## config.mk

```make
export PLATFORM = sky130hd
export DESIGN_NAME = decode_stage_vr_flat
export DESIGN_NICKNAME = d
export VERILOG_FILES = /design/src/rtl/decode_stage_vr_pkg.sv /design/src/rtl/decode_stage_vr_if.sv /design/src/rtl/control_unit.sv /design/src/rtl/imm_extend.sv /design/src/rtl/regfile_bypass.sv /design/src/rtl/decode_stage_vr.sv /design/src/flat_wrapper.sv
export SDC_FILE = /design/constraint.sdc
export NUM_CORES = 2
export LEC_CHECK = 0
export ABC_AREA = 1
export BUFFER_PORTS_ARGS = -buffer_cell sky130_fd_sc_hd__buf_2
export CAP_MARGIN = 20
export CORE_MARGIN = 8
export CORE_UTILIZATION = 49
export DETAILED_ROUTE_END_ITERATION = 10
export PLACE_DENSITY = 0.66
export SYNTH_ARGS = -nofsm -noshare
export SYNTH_HDL_FRONTEND = slang
export SYNTH_SLANG_ARGS = --single-unit
```

## constraint.sdc

```tcl
create_clock -name clk -period 2.1 [get_ports clk]
set_input_delay 0.105 -clock clk [delete_from_list [all_inputs] [get_ports clk]]
set_output_delay 0.105 -clock clk [all_outputs]
set_load 0.01 [all_outputs]
```

## src/rtl/decode_stage_vr_pkg.sv

```systemverilog
// Shared types and field positions for the decode stage: instruction field layout,
// control bundle and the field-splitting helper.
package decode_stage_vr_pkg;

  localparam int unsigned REG_IDX_W = 5;

  localparam int unsigned OP_LSB  = 0;
  localparam int unsigned OP_MSB  = 2;
  localparam int unsigned F3_LSB  = 3;
  localparam int unsigned F3_MSB  = 5;
  localparam int unsigned RD_LSB  = 6;
  localparam int unsigned RD_MSB  = 10;
  localparam int unsigned RS1_LSB = 11;
  localparam int unsigned RS1_MSB = 15;
  localparam int unsigned RS2_LSB = 16;
  localparam int unsigned RS2_MSB = 20;
  localparam int unsigned F11_LSB = 21;
  localparam int unsigned F11_MSB = 31;
  localparam int unsigned IMM_LSB = 6;

  typedef enum logic [2:0] {
    OpAlu, OpAluImm, OpLoad, OpStore, OpBranch, OpJal, OpJalr, OpAuipc
  } opcode_e;

  typedef struct packed {
    logic [2:0]           op;
    logic [2:0]           func3;
    logic [10:0]          func11;
    logic [REG_IDX_W-1:0] rd;
    logic [REG_IDX_W-1:0] rs1;
    logic [REG_IDX_W-1:0] rs2;
  } fields_t;

  typedef struct packed {
    logic       reg_write;
    logic       mem_write;
    logic       mem_read;
    logic       jump;
    logic       jump_cond;
    logic [2:0] jump_cond_type;
    logic [3:0] alu_control;
    logic       alu_src_op1;
    logic       alu_src_op2;
    logic       pc_target_src;
    logic [1:0] result_src;
  } de_ctrl_t;

  function automatic fields_t decode_fields(input logic [31:0] instr);
    fields_t f;
    f.op     = instr[OP_MSB:OP_LSB];
    f.func3  = instr[F3_MSB:F3_LSB];
    f.func11 = instr[F11_MSB:F11_LSB];
    f.rd     = instr[RD_MSB:RD_LSB];
    f.rs1    = instr[RS1_MSB:RS1_LSB];
    f.rs2    = instr[RS2_MSB:RS2_LSB];
    return f;
  endfunction

endpackage

```

## src/rtl/decode_stage_vr_if.sv

```systemverilog
// Fetch, writeback and execute-side signals of the decode stage.
interface decode_stage_vr_if
  import decode_stage_vr_pkg::*;
#(
  parameter int unsigned XLEN  = 32,
  parameter int unsigned CNT_W = 16
) ();
  logic                 flush;
  logic                 in_valid;
  logic                 in_ready;
  logic [31:0]          in_instr;
  logic [XLEN-1:0]      in_pc;
  logic [XLEN-1:0]      in_pc_plus4;
  logic                 wb_we;
  logic [REG_IDX_W-1:0] wb_rd;
  logic [XLEN-1:0]      wb_result;
  logic                 ex_valid;
  logic                 ex_ready;
  logic [31:0]          ex_instr;
  logic                 ex_reg_write;
  logic                 ex_mem_write;
  logic                 ex_mem_read;
  logic                 ex_jump;
  logic                 ex_jump_cond;
  logic [2:0]           ex_jump_cond_type;
  logic [3:0]           ex_alu_control;
  logic                 ex_alu_src_op1;
  logic                 ex_alu_src_op2;
  logic                 ex_pc_target_src;
  logic [1:0]           ex_result_src;
  logic [XLEN-1:0]      ex_pc;
  logic [XLEN-1:0]      ex_pc_plus_4;
  logic [XLEN-1:0]      ex_imm_ext;
  logic [XLEN-1:0]      ex_rd1;
  logic [XLEN-1:0]      ex_rd2;
  logic [REG_IDX_W-1:0] ex_rd;
  logic [REG_IDX_W-1:0] ex_rs1;
  logic [REG_IDX_W-1:0] ex_rs2;
  logic [REG_IDX_W-1:0] de_rs1;
  logic [REG_IDX_W-1:0] de_rs2;
  logic [CNT_W-1:0]     stall_cycles;

  modport master (
    output flush, in_valid, in_instr, in_pc, in_pc_plus4, wb_we, wb_rd, wb_result, ex_ready,
    input  in_ready, ex_valid, ex_instr, ex_reg_write, ex_mem_write, ex_mem_read, ex_jump,
           ex_jump_cond, ex_jump_cond_type, ex_alu_control, ex_alu_src_op1, ex_alu_src_op2,
           ex_pc_target_src, ex_result_src, ex_pc, ex_pc_plus_4, ex_imm_ext, ex_rd1, ex_rd2,
           ex_rd, ex_rs1, ex_rs2, de_rs1, de_rs2, stall_cycles
  );

  modport slave (
    input  flush, in_valid, in_instr, in_pc, in_pc_plus4, wb_we, wb_rd, wb_result, ex_ready,
    output in_ready, ex_valid, ex_instr, ex_reg_write, ex_mem_write, ex_mem_read, ex_jump,
           ex_jump_cond, ex_jump_cond_type, ex_alu_control, ex_alu_src_op1, ex_alu_src_op2,
           ex_pc_target_src, ex_result_src, ex_pc, ex_pc_plus_4, ex_imm_ext, ex_rd1, ex_rd2,
           ex_rd, ex_rs1, ex_rs2, de_rs1, de_rs2, stall_cycles
  );
endinterface

```

## src/rtl/control_unit.sv

```systemverilog
// Main decoder: opcode/func fields to the execute-stage control bundle.
module control_unit
  import decode_stage_vr_pkg::*;
(
  input  logic [2:0]  op,
  input  logic [2:0]  func3,
  input  logic [10:0] func11,
  output de_ctrl_t    ctrl
);
  always_comb begin
    ctrl = '0;
    unique case (opcode_e'(op))
      OpAlu: begin
        ctrl.reg_write   = 1'b1;
        ctrl.alu_control = {func11 == 11'h400, func3};
      end
      OpAluImm: begin
        ctrl.reg_write   = 1'b1;
        ctrl.alu_src_op2 = 1'b1;
        ctrl.alu_control = {1'b0, func3};
      end
      OpLoad: begin
        ctrl.reg_write   = 1'b1;
        ctrl.mem_read    = 1'b1;
        ctrl.alu_src_op2 = 1'b1;
        ctrl.result_src  = 2'd1;
      end
      OpStore: begin
        ctrl.mem_write   = 1'b1;
        ctrl.alu_src_op2 = 1'b1;
      end
      OpBranch: begin
        ctrl.jump_cond      = 1'b1;
        ctrl.jump_cond_type = func3;
        ctrl.alu_control    = 4'b1000;
      end
      OpJal: begin
        ctrl.reg_write  = 1'b1;
        ctrl.jump       = 1'b1;
        ctrl.result_src = 2'd2;
      end
      OpJalr: begin
        ctrl.reg_write     = 1'b1;
        ctrl.jump          = 1'b1;
        ctrl.result_src    = 2'd2;
        ctrl.pc_target_src = 1'b1;
        ctrl.alu_src_op2   = 1'b1;
      end
      OpAuipc: begin
        ctrl.reg_write   = 1'b1;
        ctrl.alu_src_op1 = 1'b1;
        ctrl.alu_src_op2 = 1'b1;
      end
    endcase
  end
endmodule

```

## src/rtl/imm_extend.sv

```systemverilog
// Sign-extends the 26-bit immediate field to the datapath width.
module imm_extend #(
  parameter int unsigned XLEN = 32
) (
  input  logic [25:0]     imm_in,
  output logic [XLEN-1:0] imm_ext
);
  assign imm_ext = XLEN'($signed(imm_in));
endmodule

```

## src/rtl/regfile_bypass.sv

```systemverilog
// Integer register file, two read ports, one write port with same-cycle write-through.
module regfile_bypass
  import decode_stage_vr_pkg::*;
#(
  parameter int unsigned XLEN = 32,
  parameter int unsigned NREG = 32
) (
  input  logic                 clk,
  input  logic                 rst_n,
  input  logic                 we,
  input  logic [REG_IDX_W-1:0] wa,
  input  logic [XLEN-1:0]      wd,
  input  logic [REG_IDX_W-1:0] ra1,
  input  logic [REG_IDX_W-1:0] ra2,
  output logic [XLEN-1:0]      rd1,
  output logic [XLEN-1:0]      rd2
);
  localparam int unsigned IW = (NREG > 1) ? $clog2(NREG) : 1;

  logic [XLEN-1:0] regs_q [NREG];
  logic            wr_en;

  // x0 and indices beyond NREG are not architectural: they read 0 and swallow writes.
  function automatic logic live(input logic [REG_IDX_W-1:0] idx);
    return (idx != '0) && (32'(idx) < NREG);
  endfunction

  assign wr_en = we && live(wa);

  always_ff @(posedge clk or negedge rst_n) begin
    if (!rst_n) begin
      for (int i = 0; i < int'(NREG); i++) regs_q[i] <= '0;
    end else if (wr_en) begin
      regs_q[wa[IW-1:0]] <= wd;
    end
  end

  always_comb begin
    rd1 = '0;
    rd2 = '0;
    if (live(ra1)) rd1 = (wr_en && wa == ra1) ? wd : regs_q[ra1[IW-1:0]];
    if (live(ra2)) rd2 = (wr_en && wa == ra2) ? wd : regs_q[ra2[IW-1:0]];
  end
endmodule

```

## src/rtl/decode_stage_vr.sv

```systemverilog
// Decode stage with valid/ready handshake: register read, control decode and a 1- or
// 2-entry FIFO toward execute whose held operands track writeback.
module decode_stage_vr
  import decode_stage_vr_pkg::*;
#(
  parameter int unsigned XLEN  = 32,
  parameter int unsigned NREG  = 32,
  parameter int unsigned SKID  = 1,
  parameter int unsigned CNT_W = 16
) (
  input logic              clk,
  input logic              rst_n,
  decode_stage_vr_if.slave bus
);
  typedef struct packed {
    de_ctrl_t             ctrl;
    logic [31:0]          instr;
    logic [XLEN-1:0]      pc;
    logic [XLEN-1:0]      pc_plus_4;
    logic [XLEN-1:0]      imm_ext;
    logic [XLEN-1:0]      rd1;
    logic [XLEN-1:0]      rd2;
    logic [REG_IDX_W-1:0] rd;
    logic [REG_IDX_W-1:0] rs1;
    logic [REG_IDX_W-1:0] rs2;
  } entry_t;

  fields_t          fields;
  de_ctrl_t         ctrl;
  logic [XLEN-1:0]  imm_ext, rf_rd1, rf_rd2;
  entry_t           entry_new, out_q, out_d, skid_q, skid_d;
  logic             out_valid_q, out_valid_d, skid_valid_q, skid_valid_d;
  logic             in_ready, accept;
  logic [CNT_W-1:0] stall_q, stall_d;

  assign fields = decode_fields(bus.in_instr);

  control_unit u_ctrl (
    .op     (fields.op),
    .func3  (fields.func3),
    .func11 (fields.func11),
    .ctrl   (ctrl)
  );

  imm_extend #(.XLEN(XLEN)) u_imm (
    .imm_in  (bus.in_instr[31:IMM_LSB]),
    .imm_ext (imm_ext)
  );

  regfile_bypass #(.XLEN(XLEN), .NREG(NREG)) u_rf (
    .clk   (clk),
    .rst_n (rst_n),
    .we    (bus.wb_we),
    .wa    (bus.wb_rd),
    .wd    (bus.wb_result),
    .ra1   (fields.rs1),
    .ra2   (fields.rs2),
    .rd1   (rf_rd1),
    .rd2   (rf_rd2)
  );

  // Keeps a held entry's operands equal to what the register file would now return.
  function automatic entry_t snoop(input entry_t e);
    entry_t r = e;
    if (bus.wb_we && bus.wb_rd != '0 && 32'(bus.wb_rd) < NREG) begin
      if (e.rs1 == bus.wb_rd) r.rd1 = bus.wb_result;
      if (e.rs2 == bus.wb_rd) r.rd2 = bus.wb_result;
    end
    return r;
  endfunction

  assign in_ready = (SKID != 0) ? ~skid_valid_q : (~out_valid_q | bus.ex_ready);
  assign accept   = bus.in_valid & in_ready & ~bus.flush;

  always_comb begin
    entry_new           = '0;
    entry_new.ctrl      = ctrl;
    entry_new.instr     = bus.in_instr;
    entry_new.pc        = bus.in_pc;
    entry_new.pc_plus_4 = bus.in_pc_plus4;
    entry_new.imm_ext   = imm_ext;
    entry_new.rd1       = rf_rd1;
    entry_new.rd2       = rf_rd2;
    entry_new.rd        = fields.rd;
    entry_new.rs1       = fields.rs1;
    entry_new.rs2       = fields.rs2;
  end

  always_comb begin
    out_d        = snoop(out_q);
    skid_d       = snoop(skid_q);
    out_valid_d  = out_valid_q;
    skid_valid_d = skid_valid_q;
    if (bus.flush) begin
      out_valid_d  = 1'b0;
      skid_valid_d = 1'b0;
    end else if (!out_valid_q || bus.ex_ready) begin
      if (skid_valid_q) begin
        out_d        = skid_d;
        out_valid_d  = 1'b1;
        skid_valid_d = 1'b0;
      end else begin
        out_valid_d = accept;
        if (accept) out_d = entry_new;
      end
    end else if (accept && SKID != 0) begin
      skid_d       = entry_new;
      skid_valid_d = 1'b1;
    end
  end

  always_comb begin
    stall_d = stall_q;
    if (out_valid_q && !bus.ex_ready && stall_q != '1) stall_d = stall_q + 1'b1;
  end

  always_ff @(posedge clk or negedge rst_n) begin
    if (!rst_n) begin
      out_q        <= '0;
      skid_q       <= '0;
      out_valid_q  <= 1'b0;
      skid_valid_q <= 1'b0;
      stall_q      <= '0;
    end else begin
      out_q        <= out_d;
      skid_q       <= skid_d;
      out_valid_q  <= out_valid_d;
      skid_valid_q <= skid_valid_d;
      stall_q      <= stall_d;
    end
  end

  assign bus.in_ready          = in_ready;
  assign bus.de_rs1            = fields.rs1;
  assign bus.de_rs2            = fields.rs2;
  assign bus.stall_cycles      = stall_q;
  assign bus.ex_valid          = out_valid_q;
  assign bus.ex_instr          = out_q.instr;
  assign bus.ex_reg_write      = out_q.ctrl.reg_write & out_valid_q;
  assign bus.ex_mem_write      = out_q.ctrl.mem_write & out_valid_q;
  assign bus.ex_mem_read       = out_q.ctrl.mem_read & out_valid_q;
  assign bus.ex_jump           = out_q.ctrl.jump & out_valid_q;
  assign bus.ex_jump_cond      = out_q.ctrl.jump_cond & out_valid_q;
  assign bus.ex_jump_cond_type = out_q.ctrl.jump_cond_type;
  assign bus.ex_alu_control    = out_q.ctrl.alu_control;
  assign bus.ex_alu_src_op1    = out_q.ctrl.alu_src_op1;
  assign bus.ex_alu_src_op2    = out_q.ctrl.alu_src_op2;
  assign bus.ex_pc_target_src  = out_q.ctrl.pc_target_src;
  assign bus.ex_result_src     = out_q.ctrl.result_src;
  assign bus.ex_pc             = out_q.pc;
  assign bus.ex_pc_plus_4      = out_q.pc_plus_4;
  assign bus.ex_imm_ext        = out_q.imm_ext;
  assign bus.ex_rd1            = out_q.rd1;
  assign bus.ex_rd2            = out_q.rd2;
  assign bus.ex_rd             = out_q.rd;
  assign bus.ex_rs1            = out_q.rs1;
  assign bus.ex_rs2            = out_q.rs2;
endmodule

```

## src/flat_wrapper.sv

```systemverilog
// flat-port wrapper written by rule: the top's interface ports become plain ports
module decode_stage_vr_flat import decode_stage_vr_pkg::*;
#(
  parameter int unsigned XLEN  = 32,
  parameter int unsigned NREG  = 32,
  parameter int unsigned SKID  = 1,
  parameter int unsigned CNT_W = 16
)
  (clk, rst_n, bus_flush, bus_in_valid, bus_in_instr, bus_in_pc, bus_in_pc_plus4, bus_wb_we, bus_wb_rd, bus_wb_result, bus_ex_ready, bus_in_ready, bus_ex_valid, bus_ex_instr, bus_ex_reg_write, bus_ex_mem_write, bus_ex_mem_read, bus_ex_jump, bus_ex_jump_cond, bus_ex_jump_cond_type, bus_ex_alu_control, bus_ex_alu_src_op1, bus_ex_alu_src_op2, bus_ex_pc_target_src, bus_ex_result_src, bus_ex_pc, bus_ex_pc_plus_4, bus_ex_imm_ext, bus_ex_rd1, bus_ex_rd2, bus_ex_rd, bus_ex_rs1, bus_ex_rs2, bus_de_rs1, bus_de_rs2, bus_stall_cycles);
  decode_stage_vr_if #(.XLEN(XLEN), .CNT_W(CNT_W)) bus_i ();
  input logic clk;
  input logic rst_n;
  input wire logic [$bits(bus_i.flush)-1:0] bus_flush;
  input wire logic [$bits(bus_i.in_valid)-1:0] bus_in_valid;
  input wire logic [$bits(bus_i.in_instr)-1:0] bus_in_instr;
  input wire logic [$bits(bus_i.in_pc)-1:0] bus_in_pc;
  input wire logic [$bits(bus_i.in_pc_plus4)-1:0] bus_in_pc_plus4;
  input wire logic [$bits(bus_i.wb_we)-1:0] bus_wb_we;
  input wire logic [$bits(bus_i.wb_rd)-1:0] bus_wb_rd;
  input wire logic [$bits(bus_i.wb_result)-1:0] bus_wb_result;
  input wire logic [$bits(bus_i.ex_ready)-1:0] bus_ex_ready;
  output wire logic [$bits(bus_i.in_ready)-1:0] bus_in_ready;
  output wire logic [$bits(bus_i.ex_valid)-1:0] bus_ex_valid;
  output wire logic [$bits(bus_i.ex_instr)-1:0] bus_ex_instr;
  output wire logic [$bits(bus_i.ex_reg_write)-1:0] bus_ex_reg_write;
  output wire logic [$bits(bus_i.ex_mem_write)-1:0] bus_ex_mem_write;
  output wire logic [$bits(bus_i.ex_mem_read)-1:0] bus_ex_mem_read;
  output wire logic [$bits(bus_i.ex_jump)-1:0] bus_ex_jump;
  output wire logic [$bits(bus_i.ex_jump_cond)-1:0] bus_ex_jump_cond;
  output wire logic [$bits(bus_i.ex_jump_cond_type)-1:0] bus_ex_jump_cond_type;
  output wire logic [$bits(bus_i.ex_alu_control)-1:0] bus_ex_alu_control;
  output wire logic [$bits(bus_i.ex_alu_src_op1)-1:0] bus_ex_alu_src_op1;
  output wire logic [$bits(bus_i.ex_alu_src_op2)-1:0] bus_ex_alu_src_op2;
  output wire logic [$bits(bus_i.ex_pc_target_src)-1:0] bus_ex_pc_target_src;
  output wire logic [$bits(bus_i.ex_result_src)-1:0] bus_ex_result_src;
  output wire logic [$bits(bus_i.ex_pc)-1:0] bus_ex_pc;
  output wire logic [$bits(bus_i.ex_pc_plus_4)-1:0] bus_ex_pc_plus_4;
  output wire logic [$bits(bus_i.ex_imm_ext)-1:0] bus_ex_imm_ext;
  output wire logic [$bits(bus_i.ex_rd1)-1:0] bus_ex_rd1;
  output wire logic [$bits(bus_i.ex_rd2)-1:0] bus_ex_rd2;
  output wire logic [$bits(bus_i.ex_rd)-1:0] bus_ex_rd;
  output wire logic [$bits(bus_i.ex_rs1)-1:0] bus_ex_rs1;
  output wire logic [$bits(bus_i.ex_rs2)-1:0] bus_ex_rs2;
  output wire logic [$bits(bus_i.de_rs1)-1:0] bus_de_rs1;
  output wire logic [$bits(bus_i.de_rs2)-1:0] bus_de_rs2;
  output wire logic [$bits(bus_i.stall_cycles)-1:0] bus_stall_cycles;
  assign bus_i.flush = bus_flush;
  assign bus_i.in_valid = bus_in_valid;
  assign bus_i.in_instr = bus_in_instr;
  assign bus_i.in_pc = bus_in_pc;
  assign bus_i.in_pc_plus4 = bus_in_pc_plus4;
  assign bus_i.wb_we = bus_wb_we;
  assign bus_i.wb_rd = bus_wb_rd;
  assign bus_i.wb_result = bus_wb_result;
  assign bus_i.ex_ready = bus_ex_ready;
  assign bus_in_ready = bus_i.in_ready;
  assign bus_ex_valid = bus_i.ex_valid;
  assign bus_ex_instr = bus_i.ex_instr;
  assign bus_ex_reg_write = bus_i.ex_reg_write;
  assign bus_ex_mem_write = bus_i.ex_mem_write;
  assign bus_ex_mem_read = bus_i.ex_mem_read;
  assign bus_ex_jump = bus_i.ex_jump;
  assign bus_ex_jump_cond = bus_i.ex_jump_cond;
  assign bus_ex_jump_cond_type = bus_i.ex_jump_cond_type;
  assign bus_ex_alu_control = bus_i.ex_alu_control;
  assign bus_ex_alu_src_op1 = bus_i.ex_alu_src_op1;
  assign bus_ex_alu_src_op2 = bus_i.ex_alu_src_op2;
  assign bus_ex_pc_target_src = bus_i.ex_pc_target_src;
  assign bus_ex_result_src = bus_i.ex_result_src;
  assign bus_ex_pc = bus_i.ex_pc;
  assign bus_ex_pc_plus_4 = bus_i.ex_pc_plus_4;
  assign bus_ex_imm_ext = bus_i.ex_imm_ext;
  assign bus_ex_rd1 = bus_i.ex_rd1;
  assign bus_ex_rd2 = bus_i.ex_rd2;
  assign bus_ex_rd = bus_i.ex_rd;
  assign bus_ex_rs1 = bus_i.ex_rs1;
  assign bus_ex_rs2 = bus_i.ex_rs2;
  assign bus_de_rs1 = bus_i.de_rs1;
  assign bus_de_rs2 = bus_i.de_rs2;
  assign bus_stall_cycles = bus_i.stall_cycles;
  decode_stage_vr #(.XLEN(XLEN), .NREG(NREG), .SKID(SKID), .CNT_W(CNT_W)) u_core (.clk(clk), .rst_n(rst_n), .bus(bus_i));
endmodule
```

Word-level counts from Yosys, hierarchy flattened
Cells that the tools add are included.
{ "word_totals": {"reg_bits": 1484, "inputBits": 139, "elab_cells": 171} }
{ "op_classes": {"bitwise": 13, "order_cmp": 4, "n_addsub": 1, "eq_ne": 15, "mux": 42, "reduce_logical": 21} }
{ "op_table": {"columns": ["cell", "n"], "rows": [
  ["$bwmux W1024", 1],
  ["$mux W224", 2],
  ["$mux W32", 13],
  ["$mux W79", 5],
  ["$bmux W32 S5", 2],
  ["$demux W32 S5", 1],
  ["$mux W64", 2],
  ["$eq A5 B5 Y1", 6],
  ["$ge A6 B6 Y1 const B", 3],
  ["$not A5 Y6", 3],
  ["$add A16 B1 Y16 const B", 1],
  ["$ne A16 B16 Y1 const B", 1],
  ["$reduce_bool A5 Y1", 3],
  ["$mux W1", 13],
  ["$eq A3 B3 Y1 const B", 4],
  ["$pmux W4 S3", 1],
  ["$eq A11 B11 Y1 const B", 1],
  ["$and A1 B1 Y1", 7],
  ["$eq A3 B2 Y1 const B", 2],
  ["$logic_and A1 B1 Y1", 6],
  ["$lt A6 B1 Y1 const B", 1],
  ["$reduce_and A3 Y1", 2],
  ["$reduce_or A6 Y1", 1],
  ["$reduce_or A5 Y1", 1],
  ["10 further kinds", 14]
]} }

Depth between registers and ports, before layout
{ "depth": {"ltp_word": 10, "ltp_mapped": 17, "mapped_depth_nobuf": 13} }

Hierarchy
A second synthesis with hierarchy kept.
{ "unflattened": {"cells_unflattened": 11496, "hier_area_um2": 82078.7} }
{ "by_module_without_submodules": {"columns": ["mod", "n_inst", "area_each_um2", "seq_area_each_um2", "cells_each"], "rows": [
  ["regfile_bypass", 1, 59311.9, 25624.6, 8769],
  ["decode_stage_vr", 1, 22358.9, 10910.5, 2655],
  ["imm_extend", 1, 240.2, 0.0, 32],
  ["control_unit", 1, 167.7, 0.0, 40]
]} }

Worst setup path after synthesis
Ideal clock, no wire load.
{ "synth_path": {"path_kind": "reg2reg", "startpoint": "register u_core.out_valid_q (netlist: u_core.bus.ex_valid)", "endpoint": "register u_core.out_q, in the netlist u_core.bus.ex_instr[30]", "path_buffers": 2, "t_arrival_ns": 1.647, "path_slack_ns": 0.329, "synth_period_minus_slack_ns": 1.771, "setup_ns": 0.124, "path_stages_with_launch": 11, "path_cell_list": "dfrtp_1 -> inv_1 -> nor2_1 -> nor2_1 -> inv_2 -> a21oi_2 -> inv_2 -> buf_2 -> buf_1 -> a21oi_1 -> a2bb2oi_1"} }
{ "synth_via": {"elab_chain_len": 3} }
{ "synth_lines": {"columns": ["element", "line_no", "rtl"], "rows": [
  ["start: declaration", "decode_stage_vr.sv:32", "logic out_valid_q, out_valid_d, skid_valid_q, skid_valid_d;"],
  ["start signal: assignment", "decode_stage_vr.sv:127", "out_valid_q <= out_valid_d;"],
  ["$logic_not A1 Y1", "decode_stage_vr.sv:97", "end else if (!out_valid_q || bus.ex_ready) begin"],
  ["$logic_or A1 B1 Y1", "decode_stage_vr.sv:97", null],
  ["$reduce_and A3 Y1 (no line)", null, null],
  ["end signal: assignment", "decode_stage_vr.sv:125", "out_q <= out_d;"],
  ["end: declaration", "decode_stage_vr.sv:31", "entry_t entry_new, out_q, out_d, skid_q, skid_d;"]
]} }
No other way between the ends.
A chain may end at the register's enable or synchronous reset.

==> metrics.txt <==
Clk pin slew, worst setup/hold paths=0.06 ns; std cell rows=147; P_leak=45.5 nW; IO Port Bufs=390; xor/xnor share of the synthesized area=0.391%; Worst-Margin Slew=0.829 ns; ys async rst share=100%; syn_nets=11100; post-synthesis adder-cell area fraction=0.0159%; P per Cell Area=920 mW/mm2; dominant synthesized flop cell=dfrtp_1; Clock Sinks=1392; Tcrit/Tclk final=97.8%; Post-Syn Area=0.0785 mm2; status=finished, final reports clean; Final ANT Viol Nets=0; Buf+Inv Stages, Crit Path=5; CTS tree=yes; FMAX=0.487 GHz; Crit-path slowest cell=dlygate4sd3_1; Num CTS Buffers=159; clock skew=0.0515 ns; Slew headroom=44.8%; crit-path most repeated cell=nand2_1; Comb power frac=23.6%; synthesis-to-finish area growth=17.0%; fin area=0.0918 mm2; hold_ws=0.0876 ns; CP max stage delay=0.56 ns; Tot GR Track Use=35.4%; cell family with most CP delay=buffers and inverters; fin. max-slew vios=0; power share of the clock group=33.8%; Die X-Extent=416 um; CP Launch Type=primary input; GR Layer Usage met3=6.24%; most frequent cells in the layout=nand2_1, dfrtp_1, o21ai_0, nand3_1, inv_1; Min Clock Period, post-route=2.05 ns; Hold Vio Cnt, Final=0; worst vdd ir=818 uV; CP endpoint kind=register; area of the multi-input gates=0.0348 mm2; GR Util met1=44.0%; grt total ovfl=0; synth unique cells=52; CTS H-tree lvls=4; register area=0.0348 mm2; largest family of logic cells by synthesized area=simple AND/OR/NAND/NOR gates; EDFF count, synth=0; Avg Vias per Cell=5.90; Layout fillers=14600; largest net degree at the start of global routing=143; P_sw=0.0280 W; synth warn=0; Die Y=416 um; HPWL Detailed=210000 um; Worst EP required=2.83 ns; die area=0.173 mm2; final net count=11300; first-pass GRT wire length=475000 um; # IOs=391; initial antenna violation count=11; Post-Synthesis Cells=11000; synthesized flop and latch total=1392; Final Setup Violations=0; crit-path max FO=51; GR peak layer=met2; Syn Area/Cell=7.15 um2; worst skew pair latency=0.83 ns; sequential area share after synthesis=44.4%; Root Driver=clkbuf_16; switch share=33.2%; most common cell after layout, fill and taps aside=nand2_1; Hold WC Path Type=in2reg; Arr. time, crit path=2.78 ns; Simple-Gate Fraction of Synth Area=27.7%; Internal Power=0.0564 W; met2 Usage GRT=54.2%; Wirelength per Cell=23.7 um; sequential share of power=42.6%; vias=79100; gp weighted congestion=1.00; worst-path cell chain=dlygate4sd3_1 -> buf_8 -> inv_8 -> buf_4 -> buf_12 -> o211ai_1 -> nand3_1 -> nand2_1 -> nand2_1 -> nand2_1 -> o21ai_1 -> nand2_1 -> o21ai_1; Std-Cell Core Area=0.160 mm2; share of cells above drive strength 1=12.4%; Initial Util=49.1%; 1st-pass router iterations=10; wirelength, routed=318000 um; compound-gate portion of the synthesized area=15.8%; Max clock buf depth=3; max-cap viol count=0; Post-DP Area=0.0849 mm2; DR iter-0 viols=11100; mux cell area share after synthesis=0.153%; final total power=0.0844 W; drt drc=0; vias in the first global route=75700; WS Path Type=in2reg
[area by class of cell]
class,instances,share of cell area (%)
flip-flops and latches,1392,37.9
multi-input cells,7559,37.9
repair buffers,1171,11.8
clock buffers,244,5.18
inverters,898,3.75
well taps,2086,2.84
clock inverters,43,0.623
diodes,9,0.0245
[worst min-delay path: cells and delay by family]
kind	cells	cell delay (ns)
AOI/OAI and AO/OA	1	0.05
buffers and inverters	2	0.66
and+or+nand+nor	1	0.06
[logic make-up after synthesis]
kind of cell / Yosys count
fa+ha+maj: 1
flops: 1392
mux: 12
buf+inv: 2030
xor+xnor: 35
compound gates: 2204
simple gates: 5307
[metrics by stage]
stage | instances | utilization (%) | setup slack (ns) | setup TNS (ns)
after global routing | 13400 | 57.4 | -0.000686 | -0.000686
after floorplan | 11000 | - | 0.329 | 0
final | 13400 | 57.4 | 0.0468 | 0
after global placement | 13000 | 53.1 | -0.434 | -7.15
after CTS | 13400 | 57.3 | 0.000395 | 0
after detailed placement | 13000 | 53.1 | -0.424 | -8.28
[Yosys cell counts, types with 2 or more instances]
cell type / instances / area, um2
buf_1: 62 / 233
a22oi_1: 4 / 30.0
nor4_4: 3 / 63.8
dfrtp_1: 1392 / 34800
or2_2: 38 / 238
inv_1: 879 / 3300
nor3b_2: 2 / 25.0
o22ai_1: 36 / 225
buf_2: 321 / 1610
clkinv_1: 3 / 11.3
nand4_1: 6 / 37.5
a211oi_1: 16 / 120
nand2_2: 2 / 12.5
nand3_1: 1144 / 5730
nor3_2: 5 / 50.1
nand2_4: 2 / 22.5
nand2_1: 3731 / 14000
o211ai_1: 334 / 2510
o21bai_1: 29 / 218
clkinv_2: 2 / 10.0
inv_2: 12 / 45.0
a21oi_1: 231 / 1160
mux2i_1: 12 / 120
o21ai_1: 143 / 716
a21oi_2: 2 / 17.5
o21ai_0: 1305 / 6530
a2bb2oi_1: 101 / 885
nor2_1: 343 / 1290
or2_0: 2 / 12.5
clkbuf_1: 491 / 1840
nor4_1: 2 / 12.5
xnor2_1: 19 / 166
nor3_1: 12 / 60.1
nand3b_4: 2 / 40.0
or2_1: 2 / 12.5
buf_6: 15 / 169
nor2_2: 3 / 18.8
nor2_4: 3 / 33.8
xor2_1: 16 / 140
buf_4: 242 / 1820
[routing by layer]
metal | share of wire [%] | vias to the layer above
li1 | - | 35600
met1 | 37 | 37500
met2 | 44 | 4831
met3 | 9.7 | 1173
met4 | 9.7 | 6
met5 | 0.013 | -
[power groups by stage]
stage / Clock (W) / Sequential, W / Combinational (W)
floorplan: 0 / 0.0351 / 0.0136
global placement: 0 / 0.0360 / 0.0188
detailed placement: 0 / 0.0362 / 0.0194
CTS: 0.0288 / 0.0358 / 0.0197
global route: 0.0298 / 0.0365 / 0.0223
finish: 0.0286 / 0.0360 / 0.0199
[what timing repair did]
item                                    CTS  global route
buffers inserted                          0             2
gates cloned                              0             2
setup endpoints to repair                 1            30
endpoints found under the hold margin  1839             0
pin swaps                                 0             1
resized for setup                         3            17
hold buffers                            141             0
[path summary, 6_finish.rpt]
path | start | to | slack [ns] | cells after the start
min | bus_in_instr[30] | u_core.bus.ex_instr[30]$_DFFE_PN0P_ | 0.09 | 4
max reg2reg | u_core.u_rf.regs_q[928]$_DFFE_PN0P_ | u_core.bus.ex_rd2[0]$_DFF_PN0_ | 0.08 | 11
min in group asynchronous | rst_n | u_core.u_rf.regs_q[212]$_DFFE_PN0P_ | 0.53 | 4
min reg2reg | u_core.u_rf.regs_q[1018]$_DFFE_PN0P_ | u_core.u_rf.regs_q[1018]$_DFFE_PN0P_ | 0.40 | 0
max in group asynchronous | rst_n | u_core.u_rf.regs_q[790]$_DFFE_PN0P_ | 0.69 | 5
max | bus_in_instr[12] | u_core.skid_q[62]$_DFF_PN0_ | 0.05 | 13
[state kept, by name (all words and copies together) (netlist names)]
| register | cells |
|---|---|
| u_core.bus.ex_alu_control | 4 |
| u_core.bus.ex_alu_src_op1 | 1 |
| u_core.bus.ex_alu_src_op2 | 1 |
| u_core.bus.ex_imm_ext | 1 |
| u_core.bus.ex_instr | 31 |
| u_core.bus.ex_jump_cond_type | 3 |
| u_core.bus.ex_pc | 32 |
| u_core.bus.ex_pc_plus_4 | 32 |
| u_core.bus.ex_pc_target_src | 1 |
| u_core.bus.ex_rd1 | 32 |
| u_core.bus.ex_rd2 | 32 |
| u_core.bus.ex_result_src | 2 |
| u_core.bus.ex_valid | 1 |
| u_core.bus.stall_cycles | 16 |
| u_core.out_q | 3 |
| u_core.skid_q | 175 |
| u_core.skid_valid_q | 1 |
| u_core.u_rf.regs_q | 1024 |
Power figures use the tool's default switching activity.
